--- src/rtl/seg_scan_driver_pkg.sv ---
// Shared types and glyph constants for the 4-digit seven-segment scanner.
// Glyphs are [0:6] = a..g, active-low.
package seg_pkg;

  typedef enum logic [1:0] {
    ST_IDLE  = 2'd0,
    ST_BLANK = 2'd1,
    ST_SHOW  = 2'd2
  } state_e;

  localparam logic [0:6] SEG_OFF = 7'b1111111;

  localparam logic [0:6] GLYPH_0 = 7'b0000001;
  localparam logic [0:6] GLYPH_1 = 7'b1001111;
  localparam logic [0:6] GLYPH_2 = 7'b0010010;
  localparam logic [0:6] GLYPH_3 = 7'b0000110;
  localparam logic [0:6] GLYPH_4 = 7'b1001100;
  localparam logic [0:6] GLYPH_5 = 7'b0100100;
  localparam logic [0:6] GLYPH_6 = 7'b0100000;
  localparam logic [0:6] GLYPH_7 = 7'b0001111;
  localparam logic [0:6] GLYPH_8 = 7'b0000000;
  localparam logic [0:6] GLYPH_9 = 7'b0000100;
  localparam logic [0:6] GLYPH_A = 7'b0001000;
  localparam logic [0:6] GLYPH_B = 7'b1100000;
  localparam logic [0:6] GLYPH_C = 7'b0110001;
  localparam logic [0:6] GLYPH_D = 7'b1000010;
  localparam logic [0:6] GLYPH_E = 7'b0110000;
  localparam logic [0:6] GLYPH_F = 7'b0111000;

endpackage

--- src/rtl/seg_scan_driver_if.sv ---
// Display bus: scan control and digit data in, LED drive out.
// master = data source / observer, slave = scanner.
interface seg_scan_driver_if;

  logic        en;
  logic [15:0] digits_i;
  logic [3:0]  dp_i;
  logic [0:6]  seg;
  logic        dp;
  logic [3:0]  digit;
  logic        frame_tick;

  modport master (
    output en, digits_i, dp_i,
    input  seg, dp, digit, frame_tick
  );

  modport slave (
    input  en, digits_i, dp_i,
    output seg, dp, digit, frame_tick
  );

endinterface

--- src/rtl/seg_scan_driver_decode.sv ---
// Hex nibble to active-low seven-segment glyph (purely combinational).
module seg7_decode
  import seg_pkg::*;
(
  input  logic [3:0] val_i,
  output logic [0:6] seg_o
);

  always_comb begin
    seg_o = SEG_OFF;
    unique case (val_i)
      4'h0: seg_o = GLYPH_0;
      4'h1: seg_o = GLYPH_1;
      4'h2: seg_o = GLYPH_2;
      4'h3: seg_o = GLYPH_3;
      4'h4: seg_o = GLYPH_4;
      4'h5: seg_o = GLYPH_5;
      4'h6: seg_o = GLYPH_6;
      4'h7: seg_o = GLYPH_7;
      4'h8: seg_o = GLYPH_8;
      4'h9: seg_o = GLYPH_9;
      4'hA: seg_o = GLYPH_A;
      4'hB: seg_o = GLYPH_B;
      4'hC: seg_o = GLYPH_C;
      4'hD: seg_o = GLYPH_D;
      4'hE: seg_o = GLYPH_E;
      4'hF: seg_o = GLYPH_F;
    endcase
  end

endmodule

--- src/rtl/seg_scan_driver.sv ---
// Multiplexed 4-digit seven-segment scanner with dead time between digits.
// Optional leading-zero blanking via SEG_SCAN_LZB_EN.
module seg_scan_driver
  import seg_pkg::*;
#(
  parameter int REFRESH_DIV  = 100000,
  parameter int BLANK_CYCLES = 16
) (
  input  logic              clk,
  input  logic              rst_n,
  seg_scan_driver_if.slave  bus
);

  localparam int MAXC = (REFRESH_DIV > BLANK_CYCLES) ?
                        REFRESH_DIV : BLANK_CYCLES;
  localparam int CW = $clog2(MAXC);
  localparam logic [CW-1:0] SHOW_LAST  = CW'(REFRESH_DIV - 1);
  localparam logic [CW-1:0] BLANK_LAST = CW'(BLANK_CYCLES - 1);

  state_e        state_q, state_d;
  logic [1:0]    idx_q, idx_d;
  logic [CW-1:0] cnt_q, cnt_d;
  logic [19:0]   shadow_q, shadow_d;
  logic [0:6]    seg_q, seg_d;
  logic          dp_q, dp_d;
  logic [3:0]    digit_q, digit_d;
  logic          tick_q, tick_d;

  logic [3:0]    nib;
  logic [3:0]    sdp;
  logic [0:6]    glyph;
  logic          blank_dig;

  assign nib = shadow_q[{idx_q, 2'b00} +: 4];
  assign sdp = shadow_q[19:16];

  seg7_decode u_dec (
    .val_i (nib),
    .seg_o (glyph)
  );

`ifdef SEG_SCAN_LZB_EN
  logic [3:0] lz;

  // A digit is a leading zero when it and every higher digit are zero
  always_comb begin
    lz    = 4'b0000;
    lz[3] = (shadow_q[15:12] == 4'h0);
    lz[2] = lz[3] && (shadow_q[11:8] == 4'h0);
    lz[1] = lz[2] && (shadow_q[7:4] == 4'h0);
  end

  assign blank_dig = lz[idx_q];
`else
  assign blank_dig = 1'b0;
`endif

  always_comb begin
    state_d  = state_q;
    idx_d    = idx_q;
    cnt_d    = cnt_q + 1'b1;
    shadow_d = shadow_q;
    unique case (state_q)
      ST_IDLE: begin
        cnt_d = '0;
        if (bus.en) begin
          state_d = ST_BLANK;
          idx_d   = 2'd0;
        end
      end
      ST_BLANK: begin
        if (cnt_q == BLANK_LAST) begin
          state_d = ST_SHOW;
          cnt_d   = '0;
          if (idx_q == 2'd0)
            shadow_d = {bus.dp_i, bus.digits_i};
        end
      end
      ST_SHOW: begin
        if (cnt_q == SHOW_LAST) begin
          state_d = ST_BLANK;
          cnt_d   = '0;
          idx_d   = idx_q + 2'd1;
        end
      end
      default: begin
        state_d = ST_IDLE;
        cnt_d   = '0;
      end
    endcase
    // Disable wins over everything but keeps the last snapshot
    if (!bus.en) begin
      state_d  = ST_IDLE;
      idx_d    = 2'd0;
      cnt_d    = '0;
      shadow_d = shadow_q;
    end
  end

  always_comb begin
    seg_d   = SEG_OFF;
    dp_d    = 1'b1;
    digit_d = 4'b1111;
    tick_d  = 1'b0;
    if (bus.en && state_q == ST_SHOW) begin
      dp_d   = ~sdp[idx_q];
      tick_d = (idx_q == 2'd0) && (cnt_q == '0);
      if (!blank_dig) begin
        seg_d   = glyph;
        digit_d = ~(4'b0001 << idx_q);
      end
    end
  end

  always_ff @(posedge clk) begin
    if (!rst_n) begin
      state_q  <= ST_IDLE;
      idx_q    <= 2'd0;
      cnt_q    <= '0;
      shadow_q <= '0;
      seg_q    <= SEG_OFF;
      dp_q     <= 1'b1;
      digit_q  <= 4'b1111;
      tick_q   <= 1'b0;
    end else begin
      state_q  <= state_d;
      idx_q    <= idx_d;
      cnt_q    <= cnt_d;
      shadow_q <= shadow_d;
      seg_q    <= seg_d;
      dp_q     <= dp_d;
      digit_q  <= digit_d;
      tick_q   <= tick_d;
    end
  end

  assign bus.seg        = seg_q;
  assign bus.dp         = dp_q;
  assign bus.digit      = digit_q;
  assign bus.frame_tick = tick_q;

endmodule

--- src/flat_wrapper.sv ---
// flat-port wrapper written by rule: the top's interface ports become plain ports
module seg_scan_driver_flat import seg_pkg::*;
#(
  parameter int REFRESH_DIV  = 100000,
  parameter int BLANK_CYCLES = 16
)
  (clk, rst_n, bus_en, bus_digits_i, bus_dp_i, bus_seg, bus_dp, bus_digit, bus_frame_tick);
  seg_scan_driver_if bus_i ();
  input  logic clk;
  input  logic rst_n;
  input wire logic [$bits(bus_i.en)-1:0] bus_en;
  input wire logic [$bits(bus_i.digits_i)-1:0] bus_digits_i;
  input wire logic [$bits(bus_i.dp_i)-1:0] bus_dp_i;
  output wire logic [$bits(bus_i.seg)-1:0] bus_seg;
  output wire logic [$bits(bus_i.dp)-1:0] bus_dp;
  output wire logic [$bits(bus_i.digit)-1:0] bus_digit;
  output wire logic [$bits(bus_i.frame_tick)-1:0] bus_frame_tick;
  assign bus_i.en = bus_en;
  assign bus_i.digits_i = bus_digits_i;
  assign bus_i.dp_i = bus_dp_i;
  assign bus_seg = bus_i.seg;
  assign bus_dp = bus_i.dp;
  assign bus_digit = bus_i.digit;
  assign bus_frame_tick = bus_i.frame_tick;
  seg_scan_driver #(.REFRESH_DIV(REFRESH_DIV), .BLANK_CYCLES(BLANK_CYCLES)) u_core (.clk(clk), .rst_n(rst_n), .bus(bus_i));
endmodule
--- config.mk ---
export PLATFORM = sky130hd
export DESIGN_NAME = seg_scan_driver_flat
export DESIGN_NICKNAME = d
export VERILOG_FILES = /design/src/rtl/seg_scan_driver_pkg.sv /design/src/rtl/seg_scan_driver_if.sv /design/src/rtl/seg_scan_driver_decode.sv /design/src/rtl/seg_scan_driver.sv /design/src/flat_wrapper.sv
export SDC_FILE = /design/constraint.sdc
export NUM_CORES = 1
export LEC_CHECK = 0
export ABC_CLOCK_PERIOD_IN_PS = 3150
export CAP_MARGIN = 30
export CORE_MARGIN = 1.5
export CORE_UTILIZATION = 43
export DETAILED_ROUTE_END_ITERATION = 10
export PLACE_DENSITY = 0.71
export SETUP_SLACK_MARGIN = 0.3
export SYNTH_ARGS = -nofsm -noshare
export SYNTH_HDL_FRONTEND = slang
export SYNTH_SLANG_ARGS = --single-unit
--- constraint.sdc ---
create_clock -name clk -period 3.15 [get_ports clk]
set_input_delay 0.63 -clock clk [delete_from_list [all_inputs] [get_ports clk]]
set_output_delay 0.63 -clock clk [all_outputs]
set_load 0.05 [all_outputs]
==> reports/metrics.yaml <==
timing:
  setup_slack_ps: 893
  drv_slew: 0
  worst_pin_slew_ps: 695
  max_freq_mhz: 443
  setup_violations: 0
  rsz0062_at_grt: "no"
  tns_ps: 0
  relSlewSlack: 0.535
  period_share: 0.716
  hold_violations: 0
  period_needed_ps: 2260
  skew_ps: 14.7
finish:
  n_antenna_cell: 0
  nNetsFinal: 350
  syn_to_final_growth_pct: 20.4
  drive_gt1_frac: 0.0865
  multi_input_area_sq_mm: 0.00133
  seq_area_sq_mm: 0.00108
  fillers: 537
  stdcell_area_sq_mm: 0.00301
global_routing:
  grt_pass1_wl_mm: 8.22
  antenna_found_initial: 0
  grt_pass1_vias: 1784
  grt_max_degree: 23
  overflow: 0
  track_usage: 0.165
setup_path:
  end_kind: "flip-flop"
  cp-start-kind: "flip-flop"
  reg2reg_to: "u_core.cnt_q[3]"
  reg2reg_from: "u_core.cnt_q[0]"
  crit_type: "flip-flop to flip-flop"
  critPathArrivalTime_ps: 2440
  cp_max_fo: 17
  r2r_slack_ps: 890
  rr_worst_depth: 6
  required_ps: 3330
place:
  port_buffers: 35
  postPlaceCellArea_sq_mm: 0.00292
  pre_cts_ws_ps: 824
  place.gp.congestion: 0.799
  hpwlAfterDp_mm: 3.38
detailed_routing:
  via_per_inst: 4.97
  wl_mm: 4.69
  drt.antenna.violating_nets: 0
  drt_iter0_markers: 74
  wl_per_cell_um: 12.2
  firstDrtPassIters: 4
  drc_errors: 0
  dr_total_vias: 1910
yosys:
  syn_area_sq_mm: 0.00250
  seq_area_frac_synth: 0.432
  syn-mean-instance-area_sq_um: 8.99
  synth-edff-count: 0
  syn_inst: 278
  synth-async-reset-ratio: 0
  ys_ff_latch: 54
  synth.distinct_cells: 37
  yosys_warnings: 0
  ys.flop_type: "dfxtp_1"
  syn-num-nets: 317
pwr:
  irDropWorstVdd_mv: 0.246
  finalPower_mw: 1.14
  powerDensity_mw_per_mm2: 379
  leakage_nw: 1.03
cts:
  clock_sink_count: 54
  cts_resized: 0
  clk_pin_slew_ps: 110
  h-tree-depth: 2
  clk_latency_ps: 310
  post-cts-setup-buffers: 0
  cts_buffers: 5
  cts_max_path_buffers: 2
  cts_tree: "yes"
  cts_root_buf: "clkbuf_8"
  hold_buffers: 0
floorplan:
  coreArea_sq_mm: 0.00557
  dieArea_sq_mm: 0.00628
  pin_count: 36
  start_util: 0.448
  rows: 27
  floorplan.die.height_um: 79.2
  die_width_um: 79.2
outcome:
  status: "finished, final reports clean"
hold_path:
  hp-start: "u_core.shadow_q[7]"
  min_to: "u_core.shadow_q[7]"
  hold_path.class: "flip-flop to flip-flop"
  hold_depth: 2
job:
  drv_cap: 0
-- metal layers --
layer,part of all wire,global-route usage,vias to the layer above
li1,-,-,1001
met1,0.51,0.223,877
met2,0.45,0.264,27
met3,0.029,0.0310,5
met4,0.013,0.0526,0
met5,0,0,-
-- synthesized netlist by cell type, drive strengths merged, types with 2 or more instances --
cell type | n | area [sq um]
mux2 | 2 | 22.5
nor4 | 4 | 40.0
nor2 | 27 | 101
inv | 13 | 48.8
xnor2 | 7 | 61.3
nand2 | 59 | 221
ha | 16 | 200
buf | 2 | 10.0
xor2 | 8 | 70.1
and2 | 2 | 12.5
dfxtp | 54 | 1080
a31oi | 2 | 12.5
nand3 | 6 | 42.5
nor3 | 6 | 30.0
o21a | 3 | 22.5
nor2b | 3 | 18.8
mux4 | 5 | 113
o21ai | 8 | 40.0
a21boi | 20 | 150
nand4 | 5 | 31.3
clkbuf | 9 | 33.8
a21oi | 5 | 28.8
-- cell usage in the layout, fill, tap and decap left out, types with 3 or more instances in the layout --
cell,n
o21ai_0,8
dfxtp_1,54
xnor2_1,7
nor2_1,27
a21boi_0,20
clkdlybuf4s50_1,35
a21oi_1,4
ha_1,16
nand4_1,5
nor2b_1,3
mux4_2,5
clkbuf_8,5
nand2_1,59
inv_1,13
nor4_1,3
o21a_1,3
xor2_1,8
nor3_1,5
nand3_1,5
-- registers in the layout (all words and copies together), names as in the netlist --
name	cells
u_core.state_q	2
u_core.bus.frame_tick	1
u_core.bus.seg	7
u_core.cnt_q	17
u_core.idx_q	2
u_core.bus.dp	1
u_core.bus.digit	4
u_core.shadow_q	20
-- layout make-up --
cell class	instances	area share
inverters	13	0.0162
clock inverters	3	0.00790
multi-input cells	200	0.442
clock buffers	5	0.0229
flip-flops and latches	54	0.359
repair buffers	37	0.121
well taps	72	0.0299
-- metrics by stage --
| stage | std cells | utilization | hold slack (ps) |
|---|---|---|---|
| 2_1_floorplan | 278 | - | 438 |
| 3_3_place_gp | 376 | 0.523 | 446 |
| 3_5_place_dp | 376 | 0.523 | 454 |
| 4_1_cts | 384 | 0.540 | 469 |
| 5_1_grt | 384 | 0.540 | 482 |
| 6_report | 384 | 0.540 | 466 |
-- worst max-delay path by stage --
stage | startpoint | to | slack (ps) | cells after the start
finish | u_core.cnt_q[0] | u_core.cnt_q[3] | 890 | 6
floorplan | u_core.cnt_q[0] | u_core.cnt_q[10] | 1250 | 7
global placement | bus_en | u_core.shadow_q[8] | 880 | 5
detailed placement | bus_en | u_core.shadow_q[1] | 820 | 5
global route | u_core.cnt_q[0] | u_core.cnt_q[12] | 670 | 6
CTS | u_core.cnt_q[0] | u_core.cnt_q[7] | 860 | 6
-- worst max-delay path, stage by stage, from the launching register on --
cell and delay [ps]:
dfxtp_1 410, ha_1 280, nand3_4 150, nor4_4 390, a21oi_2 170, o211ai_2 610
nor2_1 120
-- kinds of logic (layout without fill, tap and decap cells) --
group / Yosys count / after routing / synth area share
xor gates and xnor gates: 15 / 15 / 0.0526
DFF: 54 / 54 / 0.432
and+or+nand+nor: 116 / 116 / 0.211
AOI/OAI and AO/OA: 46 / 46 / 0.133
muxes: 7 / 7 / 0.0541
buffers and inverters: 24 / 58 / 0.0370
adders and majority gates: 16 / 16 / 0.0801
-- power by group --
part	total (mW)	switching [mW]	internal, mW
sequential	0.687	0.00222	0.685
combinational	0.0596	0.0239	0.0357
clock	0.395	0.236	0.159
total	1.14	0.262	0.880
Note: power is estimated with default switching activity, not from simulation.
